===== src/rtl/tof_pkg.sv =====
// Shared types and register-map constants for the time-of-flight counter.
package tof_pkg;

  typedef enum logic [1:0] {
    IDLE  = 2'd0,
    ARMED = 2'd1,
    COUNT = 2'd2
  } state_t;

  localparam logic [1:0] ADDR_CTRL    = 2'd0;
  localparam logic [1:0] ADDR_TIMEOUT = 2'd1;
  localparam logic [1:0] ADDR_BLANK   = 2'd2;
  localparam logic [1:0] ADDR_RESULT  = 2'd3;

  localparam int CTRL_ENABLE  = 0;
  localparam int CTRL_IRQ_EN  = 1;
  localparam int CTRL_CLEAR   = 2;
  localparam int STAT_BUSY    = 4;
  localparam int STAT_VALID   = 5;
  localparam int STAT_TIMEOUT = 6;
  localparam int STAT_OVERRUN = 7;

endpackage


===== src/rtl/tof_counter_avmm_if.sv =====
// Avalon-MM slave bus bundle for the time-of-flight counter register file.
interface tof_counter_avmm_if;
  logic        avms_cs;
  logic [1:0]  avms_addr;
  logic        avms_write;
  logic [31:0] avms_writedata;
  logic        avms_read;
  logic [31:0] avms_readdata;

  modport master (
    output avms_cs, avms_addr, avms_write, avms_writedata, avms_read,
    input  avms_readdata
  );

  modport slave (
    input  avms_cs, avms_addr, avms_write, avms_writedata, avms_read,
    output avms_readdata
  );
endinterface


===== src/rtl/edge_sync.sv =====
// Purpose: synchronise an asynchronous input and emit a one-cycle rising-edge pulse.
// Latency: STAGES cycles from input rise to pulse.
// Backpressure: none, free-running.
module edge_sync #(
  parameter int STAGES = 2
) (
  input  logic clk,
  input  logic rst_n,
  input  logic din,
  output logic pulse
);

  logic [STAGES-1:0] sync_q;
  logic              prev_q;

  always_ff @(posedge clk or negedge rst_n) begin
    if (!rst_n) begin
      sync_q <= '0;
      prev_q <= 1'b0;
    end else begin
      sync_q <= {sync_q[STAGES-2:0], din};
      prev_q <= sync_q[STAGES-1];
    end
  end

  assign pulse = sync_q[STAGES-1] & ~prev_q;

endmodule


===== src/rtl/tof_counter_avmm.sv =====
// Purpose: time laser_en rise to first unblanked echo rise, report over Avalon-MM.
// Latency: read data one cycle after read strobe; valid one cycle after echo edge.
// Backpressure: none, slave accepts every access with fixed timing.
module tof_counter_avmm
  import tof_pkg::*;
#(
  parameter int CNT_W       = 24,
  parameter int SYNC_STAGES = 2
) (
  input  logic                avms_clk,
  input  logic                avms_reset_n,
  tof_counter_avmm_if.slave   avms,
  input  logic                laser_en,
  input  logic                echo,
  output logic                tof_irq
);

  logic             laser_p, echo_p;
  logic             enable, irq_en, valid, to_flag, overrun;
  logic [CNT_W-1:0] timeout_val, result, cnt;
  logic [15:0]      blank;
  state_t           state, state_d;
  logic             busy, store, store_to, restart, start;
  logic             echo_hit, to_hit;
  logic             wr_en, rd_en, ctrl_wr, clear, result_rd;
  logic [31:0]      rd_mux;
  logic             unused_wd;

  edge_sync #(.STAGES(SYNC_STAGES)) u_laser_sync (
    .clk(avms_clk), .rst_n(avms_reset_n), .din(laser_en), .pulse(laser_p)
  );
  edge_sync #(.STAGES(SYNC_STAGES)) u_echo_sync (
    .clk(avms_clk), .rst_n(avms_reset_n), .din(echo), .pulse(echo_p)
  );

  assign wr_en     = avms.avms_cs & avms.avms_write;
  assign rd_en     = avms.avms_cs & avms.avms_read;
  assign ctrl_wr   = wr_en && (avms.avms_addr == ADDR_CTRL);
  assign clear     = ctrl_wr & avms.avms_writedata[CTRL_CLEAR];
  assign result_rd = rd_en && (avms.avms_addr == ADDR_RESULT);
  assign unused_wd = ^avms.avms_writedata;

  // The counter reads 1 on the first COUNT cycle, so a stored value equals the
  // number of cycles between the start and stop edges.
  assign echo_hit = echo_p && (32'(cnt) >= 32'(blank));
  assign to_hit   = cnt >= timeout_val;

  always_ff @(posedge avms_clk or negedge avms_reset_n) begin
    if (!avms_reset_n) state <= IDLE;
    else               state <= state_d;
  end

  always_comb begin
    state_d = state;
    if (!enable) begin
      state_d = IDLE;
    end else begin
      case (state)
        IDLE:    state_d = ARMED;
        ARMED:   if (laser_p) state_d = COUNT;
        COUNT:   if (store) state_d = ARMED;
        default: state_d = IDLE;
      endcase
    end
  end

  always_comb begin
    busy     = (state == COUNT);
    start    = enable && (state == ARMED) && laser_p;
    restart  = enable && busy && laser_p;
    store    = enable && busy && !laser_p && (echo_hit || to_hit);
    store_to = !echo_hit;
  end

  always_ff @(posedge avms_clk or negedge avms_reset_n) begin
    if (!avms_reset_n) begin
      cnt <= '0;
    end else if (start || restart) begin
      cnt <= CNT_W'(1);
    end else if (busy && (cnt != '1)) begin
      cnt <= cnt + CNT_W'(1);
    end
  end

  // A store always beats a simultaneous clear or RESULT read.
  always_ff @(posedge avms_clk or negedge avms_reset_n) begin
    if (!avms_reset_n) begin
      result  <= '0;
      valid   <= 1'b0;
      to_flag <= 1'b0;
      overrun <= 1'b0;
    end else begin
      if (store) begin
        result  <= store_to ? '1 : cnt;
        valid   <= 1'b1;
        to_flag <= store_to;
      end else begin
        if (clear || result_rd) valid <= 1'b0;
        if (clear)              to_flag <= 1'b0;
      end
      if ((store && valid) || restart) overrun <= 1'b1;
      else if (clear)                  overrun <= 1'b0;
    end
  end

  always_ff @(posedge avms_clk or negedge avms_reset_n) begin
    if (!avms_reset_n) begin
      enable      <= 1'b0;
      irq_en      <= 1'b0;
      timeout_val <= '1;
      blank       <= '0;
    end else if (wr_en) begin
      case (avms.avms_addr)
        ADDR_CTRL: begin
          enable <= avms.avms_writedata[CTRL_ENABLE];
          irq_en <= avms.avms_writedata[CTRL_IRQ_EN];
        end
        ADDR_TIMEOUT: timeout_val <= avms.avms_writedata[CNT_W-1:0];
        ADDR_BLANK:   blank       <= avms.avms_writedata[15:0];
        default:      ;
      endcase
    end
  end

  always_comb begin
    rd_mux = '0;
    case (avms.avms_addr)
      ADDR_CTRL: begin
        rd_mux[CTRL_ENABLE]  = enable;
        rd_mux[CTRL_IRQ_EN]  = irq_en;
        rd_mux[STAT_BUSY]    = busy;
        rd_mux[STAT_VALID]   = valid;
        rd_mux[STAT_TIMEOUT] = to_flag;
        rd_mux[STAT_OVERRUN] = overrun;
      end
      ADDR_TIMEOUT: rd_mux = 32'(timeout_val);
      ADDR_BLANK:   rd_mux = 32'(blank);
      default:      rd_mux = 32'(result);
    endcase
  end

  always_ff @(posedge avms_clk or negedge avms_reset_n) begin
    if (!avms_reset_n)  avms.avms_readdata <= '0;
    else if (rd_en)     avms.avms_readdata <= rd_mux;
  end

  assign tof_irq = valid & irq_en;

endmodule


===== src/flat_wrapper.sv =====
// flat-port wrapper written by rule: the top's interface ports become plain ports
module tof_counter_avmm_flat import tof_pkg::*;
#(
  parameter int CNT_W       = 24,
  parameter int SYNC_STAGES = 2
)
  (avms_clk, avms_reset_n, laser_en, echo, tof_irq, avms_avms_cs, avms_avms_addr, avms_avms_write, avms_avms_writedata, avms_avms_read, avms_avms_readdata);
  tof_counter_avmm_if avms_i ();
  input  logic avms_clk;
  input  logic avms_reset_n;
  input  logic laser_en;
  input  logic echo;
  output logic tof_irq;
  input wire logic [$bits(avms_i.avms_cs)-1:0] avms_avms_cs;
  input wire logic [$bits(avms_i.avms_addr)-1:0] avms_avms_addr;
  input wire logic [$bits(avms_i.avms_write)-1:0] avms_avms_write;
  input wire logic [$bits(avms_i.avms_writedata)-1:0] avms_avms_writedata;
  input wire logic [$bits(avms_i.avms_read)-1:0] avms_avms_read;
  output wire logic [$bits(avms_i.avms_readdata)-1:0] avms_avms_readdata;
  assign avms_i.avms_cs = avms_avms_cs;
  assign avms_i.avms_addr = avms_avms_addr;
  assign avms_i.avms_write = avms_avms_write;
  assign avms_i.avms_writedata = avms_avms_writedata;
  assign avms_i.avms_read = avms_avms_read;
  assign avms_avms_readdata = avms_i.avms_readdata;
  tof_counter_avmm #(.CNT_W(CNT_W), .SYNC_STAGES(SYNC_STAGES)) u_core (.avms_clk(avms_clk), .avms_reset_n(avms_reset_n), .avms(avms_i), .laser_en(laser_en), .echo(echo), .tof_irq(tof_irq));
endmodule

===== config.mk =====
export PLATFORM = sky130hd
export DESIGN_NAME = tof_counter_avmm_flat
export DESIGN_NICKNAME = d
export VERILOG_FILES = /design/src/rtl/tof_pkg.sv /design/src/rtl/tof_counter_avmm_if.sv /design/src/rtl/edge_sync.sv /design/src/rtl/tof_counter_avmm.sv /design/src/flat_wrapper.sv
export SDC_FILE = /design/constraint.sdc
export NUM_CORES = 1
export LEC_CHECK = 0
export BUFFER_PORTS_ARGS = -buffer_cell sky130_fd_sc_hd__buf_2
export CAP_MARGIN = 20
export CORE_ASPECT_RATIO = 1.5
export CORE_UTILIZATION = 60
export CTS_BUF_LIST = sky130_fd_sc_hd__clkbuf_8
export CTS_CLUSTER_SIZE = 30
export DETAILED_ROUTE_END_ITERATION = 7
export PLACE_DENSITY = 0.91
export SETUP_SLACK_MARGIN = 0.5
export SYNTH_ARGS = -nofsm -noshare
export SYNTH_HDL_FRONTEND = slang
export SYNTH_HIERARCHICAL = 1
export SYNTH_SLANG_ARGS = --single-unit

===== constraint.sdc =====
create_clock -name avms_clk -period 5.36 [get_ports avms_clk]
set_clock_uncertainty 0.15 [all_clocks]
set_input_delay 0.536 -clock avms_clk [delete_from_list [all_inputs] [get_ports avms_clk]]
set_output_delay 0.536 -clock avms_clk [all_outputs]
set_load 0.1 [all_outputs]

Yosys cells after proc, flatten, opt, wreduce, memory -nomap -nowiden

Cells that the tools add are included.

Add/subtract/negate cells: 1
Magnitude comparators: 2
Equal/unequal tests: 8
Muxes and demuxes: 16
Bitwise gates (word level): 8
Reduce and logical (&&, ||, !) cells: 27

Operators with widths:

| operator              | count |
|---|---|
| $mux 24               | 3 |
| $pmux 16 s3           | 1 |
| $add 24x1->24 const B | 1 |
| $ge 24x16->1          | 1 |
| $ge 24x24->1          | 1 |
| $ne 24x24->1 const B  | 1 |
| $pmux 2 s3            | 3 |
| $pmux 4 s3            | 1 |
| $logic_and 1x1->1     | 11 |
| $reduce_and 2->1      | 4 |
| $reduce_bool 2->1     | 4 |
| $and 1x1->1           | 6 |
| $eq 2x2->1 const B    | 3 |
| $mux 2                | 3 |
| $mux 1                | 5 |
| $eq 2x1->1 const B    | 2 |
| $logic_not 2->1       | 2 |
| $logic_or 1x1->1      | 4 |
| $ne 3x2->1 const B    | 1 |
| $ne 3x3->1 const B    | 1 |
| $logic_not 1->1       | 2 |
| $not 1->1             | 2 |

Bits in registers: 133
Input bits: 41
Output and inout bits: 33
Logic and storage cells: 77

Longest topological paths before layout

Word-level depth: 8
Mapped depth: 10
Mapped depth without buffers: 8

Modules after synthesis

Netlist, hierarchy kept.

By module, submodules not included:

| module           | times used | cells each | area an instance (µm²) | seq. area each (µm²) |
|---|---|---|---|---|
| tof_counter_avmm | 1          | 599        | 6441.2                 | 3007.9 |
| edge_sync        | 2          | 4          | 88.8                   | 75.1 |

Worst setup path after synthesis

No wires, ideal clock.

Path type: register to register
From: register u_core.timeout_val[15]
To: register u_core.state[1]
Setup time: 0.120 ns
Data arrival time: 2.414 ns
Data required time: 5.090 ns
Slack: 2.676 ns
Cell stages (with the launch flop): 10
Path buffers: 1
Period minus slack after synthesis: 2.684 ns
Cell sequence: dfstp_2 > inv_1 > ha_1 > nand4_1 > or4_1 > o32a_1 > a211oi_2 > o21ai_1 > buf_6 > a31o_2

Longest elaborated chain between the ends: 5

RTL lines:

| element                    | line                    | RTL |
|---|---|---|
| start, declared            | tof_counter_avmm.sv:20  | `logic [CNT_W-1:0] timeout_val, result, cnt;` |
| start signal, assigned     | tof_counter_avmm.sv:118 | `ADDR_TIMEOUT: timeout_val <= avms.avms_writedata[CNT_W-1:0];` |
| $ge 24x24->1               | tof_counter_avmm.sv:46  | `assign to_hit = cnt >= timeout_val;` |
| $logic_or 1x1->1           | tof_counter_avmm.sv:71  | `store = enable && busy && !laser_p && (echo_hit \|\| to_hit);` |
| $logic_and 1x1->1          | tof_counter_avmm.sv:71  |  |
| $ne 3x3->1 (no line)       | --                      |  |
| $reduce_and 2->1 (no line) | --                      |  |
| end signal, assigned       | tof_counter_avmm.sv:50  | `else state <= state_d;` |
| end, declared              | tof_counter_avmm.sv:22  | `state_t state, state_d;` |

Every way passes these cells.
A chain may end at the register's enable or synchronous reset.

Final worst setup path

Ends and elaborated chain as after synthesis.

==> reports/metrics.csv <==
stage,metric,value,unit
worst_setup_path,path_cells,inv_1 > ha_1 > nand4_1 > or4_1 > o32a_1 > a211oi_2 > o21ai_2 > buf_4 > a31o_2,
floorplanning,dieArea,11500,sq um
placed_design,port-buffer-count,57,
min_path,min_path_type,in2async,
finish,layout.nets,745,
worst_setup_path,reg2reg_slack,2.03,ns
synthesis,synth-seq-cells,125,
synthesis,synth-async-reset-ratio,100,%
grt,antenna_found_initial,0,
floorplanning,std_cell_rows,46,
routing,wl_met1,6070,microns
routing,vias,5166,
worst_setup_path,path_max_fanout,21,
worst_setup_path,cp_slowest_stage_delay,0.59,ns
sta,relSlewSlack,41.7,%
synthesis,seq_area_frac_synth,47.7,%
grt,track_usage,30.0,%
sta,worst_pin_slew,0.873,ns
routing,highest_layer,met4,
worst_setup_path,rr_worst_depth,9,
finish,drive_gt1_share,28.3,%
cts,insertion_delay,0.45,ns
grt,grt_overflow,0,
routing,wire_per_inst,19.5,microns
flow_run,drv_cap,0,
sta,setup_viol,0,
power,irDropWorstVdd,0.000215,V
synthesis,synth-main-ff-cell,dfrtp_1,
cts,cts.hold.buffers_added,0,
floorplanning,start_util,62.2,%
synthesis,yosysTopAreaCellShare,38.2,%
synthesis,synthCells,607,
finish,stdcell_count,820,
power,cellPowerDensity,372,nW/um^2
synthesis,yosys_warnings,6,
floorplanning,core,10600,sq um
cts,post_cts_buffers,0,
worst_setup_path,end_kind,flip-flop,
synthesis,synth-edff-count,0,
routing,drc_errors,0,
grt,grt_max_degree,70,
sta,fmax,300,MHz
grt,grt_pass1_wl,25900,microns
placed_design,place_hpwl,10500,microns
routing,firstDrtPassIters,7,
sta,fin_crit,3.33,ns
routing,vias_per_cell,6.30,
routing,wl_met3,894,microns
sta,timing.final.crit_share,62.2,%
floorplanning,die_w,87.8,microns
cts,cts_tree,yes,
synthesis,synth.most_common_cell,dfrtp_1,
synthesis,ys_types,56,
worst_setup_path,arrival,3.52,ns
routing,wl_met2,8430,microns
worst_setup_path,required,5.54,ns
worst_setup_path,start_kind,flip-flop,
worst_setup_path,critical_path_class,reg2reg,
sta,rsz0062_at_grt,no,
synthesis,yosys-top-cells-area,"dfrtp_1, dfstp_2, mux2_2",
worst_setup_path,startpoint,u_core/timeout_val[15]$_DFFE_PN1P_,
cts,clockRootBuffer,clkbuf_8,
synthesis,synth_top_cell_by_area,dfrtp_1,
status,status,completed,
sta,finalHoldViolCount,0,
cts,clock_sinks,125,
finish,syn_to_final_growth,12.8,%
floorplanning,die_y,131,microns
cts,clkTransAtPathRegs,0.07,ns
cts,postCtsResizedCells,0,
cts,cts_buffers,17,
sta,drv_slew,0,
routing,ant_nets,0,
sta,fin_setup_tns,0,ns
placed_design,place_congestion,0.938,
worst_setup_path,reg2reg_from,u_core/timeout_val[15]$_DFFE_PN1P_,
cts,clock_path_buffers,2,
power,power_leakage,0.00367,uW
routing,wl,16000,microns
synthesis,synth_area,6620,sq um
worst_setup_path,r2r-end,u_core/state[1]$_DFFE_PN0P_,
synthesis,syn_avg_cell_area,10.9,sq um
routing,first_iter_violations,512,
cts,h-tree-depth,4,
floorplanning,ios,74,
placed_design,dp.cells,786,
synthesis,synthTopCellsByCount,"dfrtp_1, nand2_1, mux2_2",
worst_setup_path,cpMaxStageDelayCell,or4_1,
grt,grt_pass1_vias,5414,
finish,antennaDiodeCount,0,
-- registers in the layout (all words and copies together) (netlist names) --
name and count:
u_core/blank 16, u_core/result 24, u_core/u_laser_sync/prev_q 1, u_core/irq_en 1
u_core/state 2, u_core/avms.avms_readdata 24, u_core/to_flag 1, u_core/valid 1
u_core/cnt 24, u_core/u_echo_sync/sync_q 2, u_core/overrun 1, u_core/u_laser_sync/sync_q 2
u_core/u_echo_sync/prev_q 1, u_core/enable 1, u_core/timeout_val 24
-- area by class of cell --
| class | count | area (sq um) |
|---|---|---|
| clock inverters | 12 | 169 |
| clock buffers | 20 | 275 |
| inverters | 43 | 161 |
| multi-input cells | 410 | 3140 |
| flip-flops and latches | 125 | 3160 |
| repair buffers | 66 | 383 |
| fillers | 733 | 3180 |
| well taps | 144 | 180 |
-- critical path, delay by kind of cell (launching register included) --
kind	cells	cell delay [ns]
compound gates	4	1.05
fa+ha+maj	1	0.32
buf+inv	2	0.33
flops	1	0.54
simple gates	2	0.80
-- power by group --
part	total (uW)	switching (uW)	internal [uW]	leakage (uW)
sequential	1180	96.0	1090	0.00159
combinational	676	465	211	0.00185
clock	918	379	539	0.000223
total	2780	940	1840	0.00367
-- how the worst max path moves through the flow --
stage                                             end  slack [ns]  cells after the start
after floorplan           u_core/state[1]$_DFFE_PN0P_        2.68                      9
after CTS                 u_core/state[1]$_DFFE_PN0P_        2.11                      9
after global placement    u_core/state[1]$_DFFE_PN0P_        2.21                      9
final                     u_core/state[1]$_DFFE_PN0P_        2.03                      9
after detailed placement  u_core/state[1]$_DFFE_PN0P_        2.16                      9
after global routing      u_core/state[1]$_DFFE_PN0P_        1.98                      9
-- cells in the final DEF, fill, tap and decap left out, types with 4 or more instances in the layout --
master	n
nand4_1	14
mux4_2	6
ha_1	41
a2bb2oi_1	14
nand3_1	14
conb_1	8
a21oi_1	46
dfstp_2	24
dfrtp_1	101
nand2_1	50
xor2_1	11
and3_1	4
a22oi_1	10
inv_1	45
nor2_1	22
mux2_2	48
o21ai_0	36
buf_4	8
mux2i_1	8
clkbuf_8	20
and4_1	5
or3_1	6
bufinv_16	4
xnor2_1	5
buf_2	56
nor3_1	5
a21o_1	5
a2bb2oi_2	10
-- cell families (layout without fill, tap and decap cells) --
kind of cell,Yosys count,in the layout,synth area share (%)
compound gates,145,145,15.1
fa+ha+maj,41,41,7.75
flops,125,125,47.7
buf+inv,79,141,5.33
other cells,1,8,0.0567
simple gates,138,138,10.5
xor+xnor,16,16,2.12
mux,62,62,11.4
-- metal layers --
metal  track usage (%)  vias to the layer above
li1                  -                     2286
met1              33.8                     2559
met2              51.9                      261
met3              6.78                       60
met4              17.0                        0
met5                 0                        -
-- metrics by stage --
step                hold slack [ns]  total power [uW]  cell area, sq um  utilization, %  setup WS, ns
detailed placement            0.185              1860              6980            65.5          2.16
global route                 0.0219              2890              7460            70.1          1.98
floorplan                    0.0904              1690              6650               -          2.68
global placement              0.183              1820              6980            65.5          2.21
CTS                          0.0322              2770              7420            69.7          2.11
finish                       0.0440              2780              7460            70.1          2.03
No activity file was read; power rests on OpenSTA's default activity.
